==> config.mk <==
export PLATFORM = sky130hd
export DESIGN_NAME = uart_port_bridge
export DESIGN_NICKNAME = d
export VERILOG_FILES = /design/src/rtl/uart_port_bridge.sv
export SDC_FILE = /design/constraint.sdc
export NUM_CORES = 1
export LEC_CHECK = 0
export BUFFER_PORTS_ARGS = -buffer_cell sky130_fd_sc_hd__buf_2
export CAP_MARGIN = 20
export CORE_ASPECT_RATIO = 1.1
export CORE_MARGIN = 1
export CORE_UTILIZATION = 37
export CTS_CLUSTER_DIAMETER = 50
export DETAILED_ROUTE_END_ITERATION = 10
export GPL_TIMING_DRIVEN = 1
export PLACE_DENSITY_LB_ADDON = 0.25
export SYNTH_ARGS = -nofsm -noshare
export SYNTH_HDL_FRONTEND = slang
export SYNTH_SLANG_ARGS = --single-unit
==> constraint.sdc <==
create_clock -name clk -period 2.9 [get_ports clk]
set_clock_uncertainty 0.1 [all_clocks]
set_input_delay 0.145 -clock clk [delete_from_list [all_inputs] [get_ports clk]]
set_output_delay 0.145 -clock clk [all_outputs]
set_load 0.1 [all_outputs]
==> src/rtl/uart_port_bridge.sv <==
// ============================================================================
// uart_port_bridge
//
// Host-side initiator for the 8-bit port bus. Command frames arrive as bytes
// from a UART receiver. Each complete frame produces exactly one write or read
// strobe on the port bus. The bridge then hands an acknowledge byte, or the
// byte read back, to the UART transmitter. A PC can use it to drive
// peripherals without the soft processor running.
//
// Frames:
//   write : 'W'(8'h57) addr_hi addr_lo data
//   read  : 'R'(8'h52) addr_hi addr_lo
//
// Optional build macro PORT_BRIDGE_CHECKSUM_EN:
//   Every frame carries one extra trailing byte. That byte must equal the
//   XOR of all preceding frame bytes. A mismatch is answered with NAK_BYTE
//   and no strobe is issued. Without the macro, frames are exactly as shown
//   above.
//
// Parameters:
//   TIMEOUT_CYCLES  idle cycles allowed between bytes of one frame (1..65535)
//   ACK_BYTE        response after a completed write
//   NAK_BYTE        response to a bad command (or bad checksum)
//
// Ports:
//   clk           system clock, rising edge
//   rst           synchronous reset, active-high
//   rx_data       received byte, valid while rx_valid is high
//   rx_valid      one-cycle pulse per received byte
//   tx_data       response byte
//   tx_valid      response available, held until tx_ready
//   tx_ready      transmitter accepts tx_data when tx_valid & tx_ready
//   port_id       port bus address
//   out_port      port bus write data
//   in_port       port bus read data
//   write_strobe  one-cycle write strobe
//   read_strobe   one-cycle read strobe
//   busy          high whenever the FSM is not in IDLE
//   err           one-cycle pulse on bad command, timeout or overrun
//
// Timing:
//   The last frame byte is accepted on edge N. The FSM enters WSTB/RSTB on
//   that edge. The strobe output is a register fed from the state, so it is
//   high from edge N+1 to edge N+2. Because of this, port_id and out_port
//   have already been stable for a full cycle when the strobe rises. The
//   response byte is loaded on the edge that ends the strobe, so tx_valid
//   rises at edge N+2.
// ============================================================================
module uart_port_bridge #(
    parameter int unsigned TIMEOUT_CYCLES = 65535,
    parameter logic [7:0]  ACK_BYTE       = 8'h06,
    parameter logic [7:0]  NAK_BYTE       = 8'h15
) (
    input  logic        clk,
    input  logic        rst,
    input  logic [7:0]  rx_data,
    input  logic        rx_valid,
    output logic [7:0]  tx_data,
    output logic        tx_valid,
    input  logic        tx_ready,
    output logic [15:0] port_id,
    output logic [7:0]  out_port,
    input  logic [7:0]  in_port,
    output logic        write_strobe,
    output logic        read_strobe,
    output logic        busy,
    output logic        err
);

    localparam logic [7:0]  CMD_WRITE    = 8'h57;
    localparam logic [7:0]  CMD_READ     = 8'h52;
    localparam logic [15:0] TIMEOUT_LAST = 16'(TIMEOUT_CYCLES - 1);

    typedef enum logic [2:0] {
        IDLE   = 3'd0,
        ADDR_H = 3'd1,
        ADDR_L = 3'd2,
        DATA   = 3'd3,
`ifdef PORT_BRIDGE_CHECKSUM_EN
        CSUM   = 3'd4,
`endif
        WSTB   = 3'd5,
        RSTB   = 3'd6,
        RESP   = 3'd7
    } state_t;

    state_t      state;
    state_t      next_state;
    logic        is_write;
    logic        next_is_write;
    logic [15:0] timeout_cnt;
    logic [15:0] next_timeout_cnt;
    logic [15:0] next_port_id;
    logic [7:0]  next_out_port;
    logic [7:0]  next_tx_data;
    logic        next_err;
    logic        waiting_byte;
    logic        timeout_hit;
`ifdef PORT_BRIDGE_CHECKSUM_EN
    logic [7:0]  csum_acc;
    logic [7:0]  next_csum_acc;
`endif

    // The frame timer only runs while we are partway through a frame and
    // waiting for its next byte. An abort is raised on the cycle in which
    // the count would reach TIMEOUT_CYCLES without a byte arriving.
    always_comb begin
        waiting_byte = (state == ADDR_H) || (state == ADDR_L) || (state == DATA);
`ifdef PORT_BRIDGE_CHECKSUM_EN
        if (state == CSUM) begin
            waiting_byte = 1'b1;
        end
`endif
        timeout_hit = waiting_byte && !rx_valid && (timeout_cnt == TIMEOUT_LAST);
    end

    // Next-state and next-register logic. Every registered value defaults
    // to holding its current value. Only byte captures and response loads
    // change port_id, out_port and tx_data.
    always_comb begin
        next_state       = state;
        next_is_write    = is_write;
        next_port_id     = port_id;
        next_out_port    = out_port;
        next_tx_data     = tx_data;
        next_err         = 1'b0;
        next_timeout_cnt = 16'd0;
`ifdef PORT_BRIDGE_CHECKSUM_EN
        next_csum_acc    = csum_acc;
`endif

        if (waiting_byte) begin
            next_timeout_cnt = rx_valid ? 16'd0 : timeout_cnt + 16'd1;
        end

        case (state)
            IDLE: begin
                if (rx_valid) begin
                    if ((rx_data == CMD_WRITE) || (rx_data == CMD_READ)) begin
                        next_is_write = (rx_data == CMD_WRITE);
                        next_state    = ADDR_H;
`ifdef PORT_BRIDGE_CHECKSUM_EN
                        next_csum_acc = rx_data;
`endif
                    end else begin
                        next_err     = 1'b1;
                        next_tx_data = NAK_BYTE;
                        next_state   = RESP;
                    end
                end
            end

            ADDR_H: begin
                if (rx_valid) begin
                    next_port_id[15:8] = rx_data;
                    next_state         = ADDR_L;
`ifdef PORT_BRIDGE_CHECKSUM_EN
                    next_csum_acc      = csum_acc ^ rx_data;
`endif
                end
            end

            ADDR_L: begin
                if (rx_valid) begin
                    next_port_id[7:0] = rx_data;
`ifdef PORT_BRIDGE_CHECKSUM_EN
                    next_csum_acc     = csum_acc ^ rx_data;
                    next_state        = is_write ? DATA : CSUM;
`else
                    next_state        = is_write ? DATA : RSTB;
`endif
                end
            end

            DATA: begin
                if (rx_valid) begin
                    next_out_port = rx_data;
`ifdef PORT_BRIDGE_CHECKSUM_EN
                    next_csum_acc = csum_acc ^ rx_data;
                    next_state    = CSUM;
`else
                    next_state    = WSTB;
`endif
                end
            end

`ifdef PORT_BRIDGE_CHECKSUM_EN
            // The trailing byte must equal the XOR of all earlier frame bytes.
            // If it does not, the frame is answered with NAK and no strobe.
            CSUM: begin
                if (rx_valid) begin
                    if (rx_data == csum_acc) begin
                        next_state = is_write ? WSTB : RSTB;
                    end else begin
                        next_err     = 1'b1;
                        next_tx_data = NAK_BYTE;
                        next_state   = RESP;
                    end
                end
            end
`endif

            WSTB: begin
                next_err   = rx_valid;
                next_state = RESP;
            end

            RSTB: begin
                next_err   = rx_valid;
                next_state = RESP;
            end

            RESP: begin
                next_err = rx_valid;
                if (tx_valid && tx_ready) begin
                    next_state = IDLE;
                end
            end

            default: begin
                next_state = IDLE;
            end
        endcase

        // timeout_hit can only be true in a waiting state with no byte this
        // cycle, so it never competes with a byte capture above.
        if (timeout_hit) begin
            next_err   = 1'b1;
            next_state = IDLE;
        end

        // The strobe cycle itself has already moved the FSM into RESP. The
        // response byte is loaded on the edge that closes the strobe. For a
        // read, in_port is sampled exactly while read_strobe is high.
        if (write_strobe) begin
            next_tx_data = ACK_BYTE;
        end else if (read_strobe) begin
            next_tx_data = in_port;
        end
    end

    // State register together with the frame bookkeeping. This includes the
    // command type, the inter-byte timer and the running checksum.
    always_ff @(posedge clk) begin
        if (rst) begin
            state       <= IDLE;
            is_write    <= 1'b0;
            timeout_cnt <= 16'd0;
`ifdef PORT_BRIDGE_CHECKSUM_EN
            csum_acc    <= 8'd0;
`endif
        end else begin
            state       <= next_state;
            is_write    <= next_is_write;
            timeout_cnt <= next_timeout_cnt;
`ifdef PORT_BRIDGE_CHECKSUM_EN
            csum_acc    <= next_csum_acc;
`endif
        end
    end

    // Registered bus and UART outputs.
    // - Strobes follow the state one cycle late, giving the address and data
    //   a full cycle of setup before the strobe.
    // - tx_valid drops on the accepting edge.
    // - busy tracks the state the FSM is entering.
    always_ff @(posedge clk) begin
        if (rst) begin
            port_id      <= 16'd0;
            out_port     <= 8'd0;
            tx_data      <= 8'd0;
            tx_valid     <= 1'b0;
            write_strobe <= 1'b0;
            read_strobe  <= 1'b0;
            busy         <= 1'b0;
            err          <= 1'b0;
        end else begin
            port_id      <= next_port_id;
            out_port     <= next_out_port;
            tx_data      <= next_tx_data;
            tx_valid     <= (state == RESP) && !(tx_valid && tx_ready);
            write_strobe <= (state == WSTB);
            read_strobe  <= (state == RSTB);
            busy         <= (next_state != IDLE);
            err          <= next_err;
        end
    end

endmodule

After elaboration in Yosys (flattened, before gate mapping)
Index checks and enable logic that the tools add are counted.

Word-level logic and storage cells: 69. Input port bits: 20. Bits in registers: 57. Output and inout port bits: 37.

Muxes and demuxes: 18. Equality and inequality tests: 11. Bitwise logic cells: 1. Add/sub/neg operators: 1. Reduce and logical (&&, ||, !) cells: 25.

Operators by type and width (count): 8-bit two-way mux (4); 3-bit two-way mux (9); 3-bit one-hot mux with 6 select lines (1); 16-bit by 1-bit adder with 16-bit output (second input constant) (1); 16-bit equality test (second input constant) (1); 8-bit by 7-bit equality test with 1-bit output (second input constant) (2); 3-bit equality test (second input constant) (3); 3-bit AND reduction (3); 3-bit nonzero test (3); 3-bit by 2-bit equality test with 1-bit output (second input constant) (2); 2-bit AND reduction (3); 3-bit OR reduction (2); 1-bit logical AND (4); 2-bit nonzero test (2); 2-bit OR reduction (2); 3-bit by 1-bit equality test with 1-bit output (second input constant) (1); 3-bit logical NOT (1); 1-bit logical OR (3); 1-bit two-way mux (3); 3-bit != test (second input constant) (1); 1-bit logical NOT (2); 2-bit != test (second input constant) (1); 1-bit one-hot mux with 2 select lines (1); 1-bit inverter (1).

Longest topological paths before layout
Depth after elaboration: 7. Gate-level depth with buffers: 6. Mapped depth without buffers: 5.

Worst setup path after synthesis
OpenSTA, ideal clock, no wires.

Path type: register -> register. Start point: register tx_valid. End point: register state[1]. Period minus slack after synthesis: 1809 ps. Arrival: 1566 ps. Cell stages (with the launch flop): 5. Setup time: 142 ps. Setup slack: 1091 ps. Path buffers: 0. Required time: 2658 ps. Path through: dfxtp_1 -> and4_1 -> nor2_1 -> nor2_1 -> a211oi_1.

Cells in the longest elaborated chain, start to end: 4.

Ends and longest elaborated chain: start, declared (line 59) `output logic tx_valid,`; start signal, assigned (line 281) `tx_valid <= (state == RESP) && !(tx_valid && tx_ready);`; 1-bit logical AND (line 215) `if (tx_valid && tx_ready) begin`; 3-bit two-way mux (line 215); 3-bit one-hot mux with 6 select lines (line 136) `case (state)`; 3-bit two-way mux (line 227) `if (timeout_hit) begin`; end signal, assigned (line 253) `state <= next_state;`; end, declared (line 87) `state_t state;`.

No other way between the ends. A chain may end at the register's enable or synchronous reset.

Worst setup path after layout
Start point: input rx_data[6]. End point: register tx_data[1].

Cells in the longest elaborated chain, start to end: 4. Elaborated cells on any way between the ends: 5. Those cells by class: eq/ne: 3; reduce/logical: 2.

Ends and longest elaborated chain: start, declared (line 56) `input logic [7:0] rx_data,`; 8-bit by 7-bit equality test with 1-bit output (line 139) `if ((rx_data == CMD_WRITE) || (rx_data == CMD_READ)) begin`; 1-bit logical OR * (line 139); 3-bit != test (no source line) *; 3-bit AND reduction (no source line) *; end signal, assigned (line 280) `tx_data <= next_tx_data;`; end, declared (line 58) `output logic [7:0] tx_data,`.

Every way passes the cells marked *; elsewhere a longest branch is shown, timed or not.

==> results.md <==
* Least-Margin Pin Slew at 0.6212 ns
* EDFF count, synth at 0
* Setup repair after global routing missed its margin: false
* Number of slew-limit violations in the final report at 0
* Slew HR at 58.46%
* Post-synth top cells: 57 x sky130_fd_sc_hd__dfxtp_1, 57 x sky130_fd_sc_hd__nand2_1, 32 x sky130_fd_sc_hd__a21oi_1
* Overall die area at 6674 sq um
* Root cell of the clock tree: sky130_fd_sc_hd__clkbuf_8
* Multi-input gate area in the final layout at 1155 sq um
* Number of detailed-routing iterations run before antenna repair at 4
* Number of H-tree branching levels at 3
* Remaining antenna violation count after routing at 0
* WL/cell at 12.35 um
* CTS tree: yes
* # port buffers at 56
* Cell count after synthesis at 279
* Final count of negative-setup-slack endpoints at 0
* Critical Path AT at 1.97 ns
* R2R Setup Slk at 1.12 ns
* Signed area change from the synthesized netlist to the final layout at 26.46%
* Kind of critical path: in2reg
* Capturing element type of the critical path: register
* Routability congestion estimate at 0.8080
* Type of element launching the critical path: input pin
* First-pass GRT wire length at 8728 um
* Class of the tightest hold or removal check: in2reg
* Ant diodes at 0
* Flop and latch count out of synthesis at 57
* Final routed wirelength across all metal layers at 5322 um
* Inserted Clock Buffers at 9
* Number of library cell types mapped by synthesis at 36
* Net count reported at finish at 368
* Synth top area cells: sky130_fd_sc_hd__dfxtp_1 49%, sky130_fd_sc_hd__nand2_1 9.1%, sky130_fd_sc_hd__a21oi_1 6.8%, sky130_fd_sc_hd__xnor2_1 4.1%, sky130_fd_sc_hd__nor2_1 4.0%
* Run status: completed
* Pwr per Cell Area at 829.0 nW/um^2
* Post-synthesis cell type with the largest combined area: sky130_fd_sc_hd__dfxtp_1
* Layout fillers at 633
* Leak pwr at 1.127 nW
* Main flop type after synthesis: sky130_fd_sc_hd__dfxtp_1
* Synth Warn # at 0
* Mapped Nets at 301
* TritonCTS sink count at 57
* Period utilization at 62.39%
* Via count of the first global-routing pass at 1899
* Chip Height at 85.58 um
* Share of the yosys chip area belonging to registers at 48.56%
* Clk Latency, worst-skew pair at 0.33 ns
* Top fanout value on the critical path at 9
* Pin count of the biggest net entering global routing at 33
* Pre-CTS setup slack at 1.116 ns
* Async set or reset register ratio after synthesis at 0%
* Initial Utilization at 38.17%
* Req. time, crit path at 3.06 ns
* Peak supply drop at 0.0003925 V
* Gr usage total at 16.82%
* Per-instance average area after synthesis at 8.422 sq um
* Count of vias placed by the detailed router at 2140
* Worst setup margin at 1.091 ns
* CTS max path bufs at 2
* Std-Cell Core Area at 6156 sq um
* Syn Std Cell Area at 2350 sq um
* Sequential cell area at 1141 sq um
* Final worst path period need at 1.809 ns
* F_max at 0.5527 GHz
* Aggregate global routing overflow at 0
* Clock transition at the register clock pins on the worst setup and hold paths after CTS at 0.06 ns
* MaxCap Viol Count at 0
* Iteration-0 DRC Markers at 100
* Setup_tns at 0 ns
* Die width at 77.98 um
* Post-DP HPWL at 3591 um
* Number of cell rows at 30
* Drc violations at 0
* Fraction of layout cells with a size suffix above 1 at 23.08%
* Share of the synthesized area in the top cell type at 48.56%
* Num ports at 57
* Antenna violations before repair at 0
* Via-per-instance ratio at 4.965
* Final hold violations at 0
worst max-delay path, stage by stage:
cell,delay (ns)
sky130_fd_sc_hd__dlygate4sd3_1,0.53
sky130_fd_sc_hd__buf_2,0.15
sky130_fd_sc_hd__nor2b_1,0.33
sky130_fd_sc_hd__a311oi_4,0.20
sky130_fd_sc_hd__or3b_2,0.47
sky130_fd_sc_hd__a21oi_1,0.14
per-stage QoR:
stage	instances	hold WS, ns	total power, mW	area [sq um]	utilization, %
global placement	404	0.2512	1.819	2688	43.66
CTS	431	0.001154	2.489	2972	48.27
finish	431	0.01534	2.463	2972	48.27
detailed placement	404	0.2521	1.823	2688	43.66
global route	431	0.01465	2.589	2972	48.27
floorplan	279	0.1402	1.688	2350	-
layer usage:
metal | vias up | share of wire [%] | track usage (%)
met4 | 0 | 2.1 | 9.764
met1 | 973 | 47 | 21.42
met2 | 59 | 46 | 26.31
li1 | 1092 | - | -
met5 | - | 0 | 0
met3 | 16 | 4.5 | 3.617
placed cells by master, fill, tap and decap left out, types with 2 or more instances in the layout:
cell | netlist | final
sky130_fd_sc_hd__nor3_1 | 4 | 4
sky130_fd_sc_hd__nand2_1 | 57 | 57
sky130_fd_sc_hd__dfxtp_1 | 57 | 57
sky130_fd_sc_hd__nand4_1 | 6 | 6
sky130_fd_sc_hd__clkinv_2 | 0 | 3
sky130_fd_sc_hd__nand3_1 | 10 | 10
sky130_fd_sc_hd__nand2b_1 | 9 | 9
sky130_fd_sc_hd__a21oi_1 | 32 | 32
sky130_fd_sc_hd__nor4_1 | 5 | 5
sky130_fd_sc_hd__ha_1 | 2 | 2
sky130_fd_sc_hd__clkbuf_8 | 0 | 11
sky130_fd_sc_hd__buf_2 | 1 | 56
sky130_fd_sc_hd__xor2_1 | 2 | 2
sky130_fd_sc_hd__nor2b_1 | 2 | 2
sky130_fd_sc_hd__inv_1 | 3 | 3
sky130_fd_sc_hd__and4_1 | 2 | 2
sky130_fd_sc_hd__clkbuf_1 | 10 | 2
sky130_fd_sc_hd__o311a_1 | 2 | 2
sky130_fd_sc_hd__nor2_1 | 25 | 25
sky130_fd_sc_hd__or2_2 | 3 | 3
sky130_fd_sc_hd__xnor2_1 | 11 | 11
sky130_fd_sc_hd__a211oi_1 | 3 | 3
sky130_fd_sc_hd__dlygate4sd3_1 | 0 | 11
sky130_fd_sc_hd__nand3b_1 | 5 | 5
sky130_fd_sc_hd__o21ai_0 | 11 | 11
sky130_fd_sc_hd__or3_1 | 4 | 4
layout make-up:
| class | instances | area share [%] |
|---|---|---|
| clock buffers | 13 | 5.347 |
| clock inverters | 3 | 0.5053 |
| flip-flops and latches | 57 | 38.40 |
| repair buffers | 67 | 13.14 |
| inverters | 3 | 0.3789 |
| multi-input cells | 208 | 38.86 |
| well taps | 80 | 3.368 |
state kept, by name, summed over array words and instances, names as in the netlist:
| name | flops |
|---|---|
| is_write | 1 |
| read_strobe | 1 |
| busy | 1 |
| err | 1 |
| state | 3 |
| timeout_cnt | 16 |
| write_strobe | 1 |
| tx_valid | 1 |
| port_id | 16 |
| out_port | 8 |
| tx_data | 8 |
what timing repair did:
action	CTS	global route
hold buffers	11	0
hold endpoints to repair	21	0
resized for setup	0	0
buffers inserted	0	0
where the power goes:
| group | total [mW] | internal (mW) | switching [mW] | leakage, nW |
|---|---|---|---|---|
| registers | 0.947 | 0.868 | 0.0795 | 0.462 |
| logic | 0.870 | 0.194 | 0.676 | 0.572 |
| clock network | 0.646 | 0.353 | 0.294 | 0.0932 |
logic make-up (layout without fill, tap and decap cells):
family                   after synthesis  after routing  share of synthesized area, %
AO/OA/AOI/OAI                         53             53                         13.79
XOR/XNOR                              13             13                         4.846
adder cells (fa/ha/maj)                2              2                         1.065
buffers and inverters                 14             86                         2.290
flip-flops                            57             57                         48.56
multiplexers                           1              1                        0.4260
AND/OR/NAND/NOR                      139            139                         29.02
worst paths after layout:
kind | startpoint | end | cells past startpoint
setup reg to reg | state[1] | state[1] | 4
hold / removal | rx_data[4] | out_port[4] | 3
setup / recovery | rx_data[6] | tx_data[1] | 6
hold reg to reg | port_id[0] | port_id[0] | 2
(Power assumes the default switching activity.)
